**src/rtl/vga_timing_delay_line.sv**
```systemverilog
`default_nettype none
// ============================================================================
// Module      : vga_timing_delay_line
// Description : Delays the complete VGA timing/RGB bundle by a runtime
//               selectable number of pclk cycles (1..DEPTH). A new delay is
//               adopted only on a vblnk rising edge. The colour and blanking
//               outputs are forced blank while the newly selected tap fills
//               with fresh data.
// Ports       : pclk, rst                 - pixel clock, sync active-high reset
//               delay_req                 - requested delay (clamped 1..DEPTH)
//               *_in                      - incoming VGA bundle
//               *_out                     - delayed bundle (masked while filling)
//               delay_cur                 - delay currently in force
//               pipe_valid                - outputs carry real, unmasked data
// Revision    : 1.0 - initial release
// ============================================================================
module vga_timing_delay_line #(
    parameter int DEPTH         = 4,
    parameter int SEL_W         = 3,
    parameter int CNT_W         = 12,
    parameter int RGB_W         = 12,
    parameter int DEFAULT_DELAY = 1
) (
    input  logic             pclk,
    input  logic             rst,
    input  logic [SEL_W-1:0] delay_req,
    input  logic [CNT_W-1:0] vcount_in,
    input  logic             vsync_in,
    input  logic             vblnk_in,
    input  logic [CNT_W-1:0] hcount_in,
    input  logic             hsync_in,
    input  logic             hblnk_in,
    input  logic [RGB_W-1:0] rgb_in,
    output logic [CNT_W-1:0] vcount_out,
    output logic             vsync_out,
    output logic             vblnk_out,
    output logic [CNT_W-1:0] hcount_out,
    output logic             hsync_out,
    output logic             hblnk_out,
    output logic [RGB_W-1:0] rgb_out,
    output logic [SEL_W-1:0] delay_cur,
    output logic             pipe_valid
);

    localparam int               c_bundle_w = 2 * CNT_W + RGB_W + 4;
    localparam logic [SEL_W-1:0] c_depth    = SEL_W'(DEPTH);
    localparam logic [SEL_W-1:0] c_default  = SEL_W'(DEFAULT_DELAY);
    localparam logic [SEL_W-1:0] c_one      = SEL_W'(1);

    // Delay-line storage; r_stage[k] holds the bundle seen k cycles ago.
    logic [c_bundle_w-1:0] r_stage [1:DEPTH];

    logic [SEL_W-1:0]      r_delay_cur;
    logic [SEL_W-1:0]      r_fill_cnt;
    logic                  r_vblnk_prev;

    logic [c_bundle_w-1:0] w_in;
    logic [c_bundle_w-1:0] w_tap;
    logic [SEL_W-1:0]      w_req_c;
    logic                  w_boundary;
    logic                  w_filled;

    logic [CNT_W-1:0]      w_tap_vcount;
    logic                  w_tap_vsync;
    logic                  w_tap_vblnk;
    logic [CNT_W-1:0]      w_tap_hcount;
    logic                  w_tap_hsync;
    logic                  w_tap_hblnk;
    logic [RGB_W-1:0]      w_tap_rgb;

    assign w_in = {vcount_in, vsync_in, vblnk_in, hcount_in, hsync_in, hblnk_in, rgb_in};

    // ------------------------------------------------------------------
    // Shift register: every stage advances every cycle, no stall.
    // ------------------------------------------------------------------
    always_ff @(posedge pclk) begin
        if (rst) begin
            for (int k = 1; k <= DEPTH; k++) begin
                r_stage[k] <= '0;
            end
        end else begin
            r_stage[1] <= w_in;
            for (int k = 2; k <= DEPTH; k++) begin
                r_stage[k] <= r_stage[k-1];
            end
        end
    end

    // ------------------------------------------------------------------
    // Request clamp into the legal 1..DEPTH range.
    // ------------------------------------------------------------------
    always_comb begin
        w_req_c = delay_req;
        if (delay_req == '0) begin
            w_req_c = c_one;
        end else if (delay_req > c_depth) begin
            w_req_c = c_depth;
        end
    end

    // Frame boundary is the first cycle of vertical blanking.
    assign w_boundary = vblnk_in & ~r_vblnk_prev;

    // ------------------------------------------------------------------
    // Delay selection and fill counter. The fill counter is loaded with
    // the new delay so the mask lasts until the new tap holds data that
    // entered after the switch.
    // ------------------------------------------------------------------
    always_ff @(posedge pclk) begin
        if (rst) begin
            r_delay_cur  <= c_default;
            r_fill_cnt   <= c_default;
            r_vblnk_prev <= 1'b0;
        end else begin
            r_vblnk_prev <= vblnk_in;
            if (w_boundary && (w_req_c != r_delay_cur)) begin
                r_delay_cur <= w_req_c;
                r_fill_cnt  <= w_req_c;
            end else if (r_fill_cnt != '0) begin
                r_fill_cnt <= r_fill_cnt - c_one;
            end
        end
    end

    // ------------------------------------------------------------------
    // Output tap mux. Out-of-range selects cannot occur (clamped), the
    // zero default only keeps the mux free of latches.
    // ------------------------------------------------------------------
    always_comb begin
        w_tap = '0;
        for (int k = 1; k <= DEPTH; k++) begin
            if (r_delay_cur == SEL_W'(k)) begin
                w_tap = r_stage[k];
            end
        end
    end

    assign {w_tap_vcount, w_tap_vsync, w_tap_vblnk,
            w_tap_hcount, w_tap_hsync, w_tap_hblnk, w_tap_rgb} = w_tap;

    assign w_filled = (r_fill_cnt == '0);

    // Sync and counters pass unmasked so the display never loses lock;
    // colour and blanking are forced blank while the tap is filling.
    assign vcount_out = w_tap_vcount;
    assign vsync_out  = w_tap_vsync;
    assign hcount_out = w_tap_hcount;
    assign hsync_out  = w_tap_hsync;
    assign vblnk_out  = w_tap_vblnk | ~w_filled;
    assign hblnk_out  = w_tap_hblnk | ~w_filled;
    assign rgb_out    = w_filled ? w_tap_rgb : '0;
    assign delay_cur  = r_delay_cur;
    assign pipe_valid = w_filled;

endmodule
`default_nettype wire

```
**config.mk**
```make
export PLATFORM = sky130hd
export DESIGN_NAME = vga_timing_delay_line
export DESIGN_NICKNAME = d
export VERILOG_FILES = /design/src/rtl/vga_timing_delay_line.sv
export SDC_FILE = /design/constraint.sdc
export NUM_CORES = 1
export LEC_CHECK = 0
export ABC_AREA = 1
export BUFFER_PORTS_ARGS = -buffer_cell sky130_fd_sc_hd__clkbuf_2
export CORE_ASPECT_RATIO = 1.4
export CORE_MARGIN = 5
export CORE_UTILIZATION = 60
export CTS_CLUSTER_DIAMETER = 50
export CTS_CLUSTER_SIZE = 28
export DETAILED_ROUTE_END_ITERATION = 8
export PLACE_DENSITY = 0.84
export SLEW_MARGIN = 20
export SYNTH_ARGS = -nofsm -noshare
export SYNTH_HDL_FRONTEND = slang
export SYNTH_SLANG_ARGS = --single-unit
```
**constraint.sdc**
```tcl
create_clock -name pclk -period 2 [get_ports pclk]
set_input_delay 0.4 -clock pclk [delete_from_list [all_inputs] [get_ports pclk]]
set_output_delay 0.4 -clock pclk [all_outputs]
set_load 0.01 [all_outputs]
```
# --- Word-level counts from Yosys, hierarchy flattened ---
# Memories as Yosys holds them, arrays and structs flattened.
# Cells that the tools add are included.
word_totals:
  latchBits: 0
  regBits: 7
  elab_cells: 41
  mem_count: 1
  mem_bits_rw: 160
  output_inout_bits: 44
  rom_bits: 0
  in_bits: 45
mem_list:
  columns: ["name", "depth", "word_bits", "read_ports", "rd_clocked_by_memory_dff", "wr", "line", "source"]
  rows:
  - ["r_stage", 4, 40, 4, 0, 4, "51", "logic [c_bundle_w-1:0] r_stage [1:DEPTH];"]
classes:
  eq_ne: 5
  n_shift: 0
  reduce_logical: 5
  order_cmp: 1
  mul: 0
  div: 0
  bitwise: 9
  muxes: 16
  add_sub_neg: 1
ops:
  columns: ["op", "n"]
  rows:
  - ["$mux W40", 8]
  - ["$mux W12", 1]
  - ["$mux W3", 4]
  - ["$eq A3 B2 Y1 const B", 2]
  - ["$logic_not A3 Y1", 2]
  - ["$or A1 B1 Y1", 6]
  - ["$eq A3 B1 Y1 const B", 1]
  - ["$eq A3 B3 Y1 const B", 1]
  - ["$gt A3 B3 Y1 const B", 1]
  - ["$mux W1", 3]
  - ["$ne A3 B3 Y1", 1]
  - ["$reduce_bool A3 Y1", 1]
  - ["$sub A3 B1 Y3 const B", 1]
  - ["$not A1 Y1", 2]
  - ["$reduce_bool A2 Y1", 1]
  - ["$and A1 B1 Y1", 1]
  - ["$logic_and A1 B1 Y1", 1]

# --- Longest topological paths before layout ---
logic_depth:
  ltp_word: 6
  depth_mapped: 11
  mapped_depth_nobuf: 11

# --- Worst setup path after synthesis ---
# Ideal clock, no wire load.
synth_timing:
  path_type: "reg-to-output"
  startpoint: "register r_delay_cur[1], in the netlist delay_cur[1]"
  endpoint: "output port rgb_out[1]"
  stages_incl_launch_ff: 10
  arrival_time_ns: 1.269
  required_time_ns: 1.600
  setup_slack_ns: 0.331
  n_path_buf: 1
  cell_sequence: "dfxtp_1 > inv_2 > nor2_4 > inv_2 > buf_6 > o21ai_1 > o21ai_1 > o21ai_1 > o21ai_1 > nor2_1"
synth_between:
  elab_chain_cells: 6
  word_cells_on_any_way: 9
  cone_classes: "4 x eq/ne; 5 x mux"
synth_rtl:
  columns: ["item", "line", "source"]
  rows:
  - ["start, declared", "53", "logic [SEL_W-1:0] r_delay_cur;"]
  - ["start signal, assigned", "111", "r_delay_cur <= c_default;"]
  - ["start signal, assigned", "117", "r_delay_cur <= w_req_c;"]
  - ["$eq A3 B1 Y1", "132", "if (r_delay_cur == SEL_W'(k)) begin"]
  - ["$mux W40 (3 in series)", "132", null]
  - ["$mux W40 (*)", "132", null]
  - ["$mux W12 (*)", "151", "assign rgb_out = w_filled ? w_tap_rgb : '0;"]
  - ["end, declared", "40", "output logic [RGB_W-1:0] rgb_out,"]
# Mark *: on every way between the ends. The rest lies on a longest branch, timed or not.

# --- Worst setup path after layout ---
layout_timing:
  startpoint: "register r_delay_cur[2], in the netlist delay_cur[2]"
  endpoint: "output port rgb_out[8]"
# Same word-level chain as after synthesis.

==> flow_summary_export.csv <==
group,metric,value,unit
floorplanning,die_h,126.8,um
run_status,outcome,"complete, but fails checks",
setup_path,cp_slowest_stage_delay,0.40,ns
global_routing,grt_pass1_wl,22950,um
sta,drv_slew,0,
placement,port_buffers,88,
yosys,synth_top_family_by_area,"simple AND/OR/NAND/NOR gates",
route,highest_layer,"met4",
layout,num_antenna_cells,0,
route,route.met2.wl,8091,um
job,cap_violations,0,
power,p_leak,3.568,nW
floorplanning,initial_core_util,61.46,%
layout,fin_nets,902,
yosys,synth_warnings,0,
setup_path,slowest_stage,"dfxtp_4",
yosys,synth_fa_ha_area_share,0.4281,%
route,postRouteAntennaNets,0,
global_routing,gr-usage-all-layers,25.03,%
yosys,ys_types,27,
yosys,avgSynthCellArea,7.784,sq um
setup_path,rrSetupSlack,0.33,ns
layout,syn_to_final_growth,29.02,%
route,vias_per_cell,5.197,
yosys,ys_seq_area_share,56.85,%
yosys,synth_edf_count,0,
sta,tightest_slew,0.4085,ns
setup_path,worst_setup_path_start_kind,"flip-flop",
global_routing,grt_pass1_vias,5031,
setup_path,reg2reg_to,"r_fill_cnt[1]",
setup_path,setup.worst_path.end_class,"output port",
floorplanning,fp.dieW,93.42,um
global_routing,grt_overflow,0,
route,drt_wl_total,15830,um
sta,skew,0.004942,ns
power,vdd_drop_max,0.0008336,V
sta,fmax,446.5,MHz
yosys,synthCells,751,
route,drcViolationCount,0,
yosys,synth.area.mux_share,0,%
clock_network,clock_sinks,166,
sta,min_period,2.240,ns
sta,rsz0062_at_grt,"true",
yosys,synth-compound-area-share,10.06,%
clock_network,path_clk_slew,0.06,ns
clock_network,cts_tree,"done",
setup_path,cp_max_fo,9,
clock_network,htreeDepth,4,
route,routedLengthMet1,5583,um
setup_path,r2r_start,"r_fill_cnt[1]",
floorplanning,io_pins,89,
clock_network,clk_latency,0.42,ns
setup_path,cpMostUsedCell,"buf_6",
yosys,synthXorXnorAreaFrac,0.2997,%
setup_path,cp-startpoint,"delay_cur[2]",
sta,period_share,112.0,%
yosys,synth_nets,798,
route,first_iter_violations,396,
clock_network,clockBufferDepth,2,
yosys,yosysTopAreaCell,"dfxtp_1",
floorplanning,core_area,9512,sq um
min_path,min_path_type,"input pin to flip-flop",
yosys,synth_area_leaders,"dfxtp_1 57%, nor2_1 11%, inv_1 11%, nand2_1 4.6%, a21oi_1 3.3%",
route,vias,5187,
sta,timing.final.setup_violations,41,
power,fin_total_pwr,7.859,mW
sta,hold_violations,0,
global_routing,antenna_found_initial,0,
global_routing,grt_max_degree,58,
sta,slew_headroom,72.66,%
yosys,yosys.area.top_type_share,56.85,%
placement,finalWeightedCongestion,0.8278,
yosys,synth-main-ff-cell,"dfxtp_1",
sta,setup_slack,-0.2397,ns
min_path,whs_path_depth,3,
yosys,synth.most_common_cell,"nor2_1",
yosys,synthSimpleGateAreaFrac,18.02,%
setup_path,crit_chain,"inv_6, nor3_4, buf_6, inv_8, buf_4, o21ai_4, a21oi_4, buf_6",
clock_network,cts-root-buf,"clkbuf_16",
yosys,async_reset_ff_share,0,%
setup_path,crit_path_end,"rgb_out[8]",
run_status,violations,"setup timing",
clock_network,numCtsBuffers,17,
route,met3_length,1092,um
sta,whs,0.1626,ns
layout,drive_gt1_share,23.56,%
power,powerDensity,1042,nW/um^2
yosys,synth_common_cells,"177 x nor2_1, 168 x inv_1, 166 x dfxtp_1",
yosys,synth-seq-cells,166,
route,firstDrtPassIters,5,
setup_path,crit_arrival,1.84,ns
yosys,synth_area,5846,sq um
setup_path,r2r_cells,12,
setup_path,criticalPathCategory,"flip-flop to output port",
setup_path,crit_required,1.60,ns
route,avgRoutedWirePerCell,15.86,um
floorplanning,rows,42,
placement,dpl.hpwl,8074,um
clock_network,hold_buffers,0,
floorplanning,dieArea,11840,sq um
cells by family (layout without fill, tap and decap cells):
| logic type | after synthesis | count (layout) |
|---|---|---|
| compound gates | 105 | 105 |
| xor+xnor | 2 | 2 |
| fa+ha+maj | 2 | 2 |
| buf+inv | 210 | 325 |
| flops | 166 | 166 |
| simple gates | 266 | 266 |
worst min-delay path by stage:
| stage | startpoint | to | slack (ns) |
|---|---|---|---|
| floorplan | r_stage[0][83] | r_stage[0][123] | 0.40 |
| global placement | r_stage[0][132] | r_stage[0][172] | 0.40 |
| detailed placement | r_stage[0][132] | r_stage[0][172] | 0.41 |
| CTS | rgb_in[7] | r_stage[0][47] | 0.15 |
| global route | hcount_in[11] | r_stage[0][65] | 0.15 |
| finish | vcount_in[4] | r_stage[0][72] | 0.16 |
power breakdown:
part           leakage (nW)  internal (mW)  switching [mW]  total [mW]
clock                 0.305           2.26            1.24        3.50
combinational          1.90          0.332           0.531       0.863
sequential             1.36           3.43          0.0638        3.50
total                  3.57           6.03            1.83        7.86
metal layers:
| layer | global-route usage, % | vias up |
|---|---|---|
| li1 | - | 2432 |
| met1 | 25.26 | 2394 |
| met2 | 42.97 | 270 |
| met3 | 6.754 | 91 |
| met4 | 19.33 | 0 |
| met5 | 0 | - |
area by class of cell:
class	count	area, sq um
clock buffers	21	460.4
clock inverters	9	175.2
fillers	544	1969
inverters	174	674.4
multi-input cells	375	1893
flip-flops and latches	166	3336
well taps	132	165.2
repair buffers	121	838.3
cells in the final DEF (no fill, tap or decap), drive strengths merged:
| cell | instances |
|---|---|
| xor2 | 1 |
| dfxtp | 166 |
| nand4 | 2 |
| nor3 | 1 |
| nand3 | 10 |
| o221ai | 6 |
| clkinvlp | 2 |
| ha | 2 |
| buf | 44 |
| nor2 | 179 |
| inv | 173 |
| nand2 | 74 |
| a21oi | 39 |
| clkbuf | 98 |
| o21ai | 31 |
| o22ai | 29 |
| bufinv | 5 |
| clkinv | 3 |
| xnor2 | 1 |
state kept, by name (all words and copies together) (netlist names):
name	count
r_stage	160
delay_cur	3
r_fill_cnt	3
repair_timing:
action | CTS | global route
cloned | 2 | 1
setup endpoints to repair | 40 | 41
resized for setup | 47 | 53
pin swaps | 11 | 8
buffers inserted | 6 | 8
metrics by stage:
stage	TNS (ns)	cell area, sq um	instances	util [%]	setup slack, ns
6_report	-5.736	7542	998	79.29	-0.2397
5_1_grt	-8.764	7542	998	79.29	-0.3222
4_1_cts	-3.906	7331	990	77.07	-0.1747
3_5_place_dp	0	6446	952	67.77	0.1306
3_3_place_gp	0	6446	952	67.77	0.1805
2_1_floorplan	0	5846	751	-	0.3314
critical path, delay by kind of cell (launching register included):
family                 cells  cell delay [ns]
buffers and inverters      5             0.57
flip-flops                 1             0.40
AO/OA/AOI/OAI              2             0.24
AND/OR/NAND/NOR            1             0.20
Note: power is estimated with default switching activity, not from simulation.
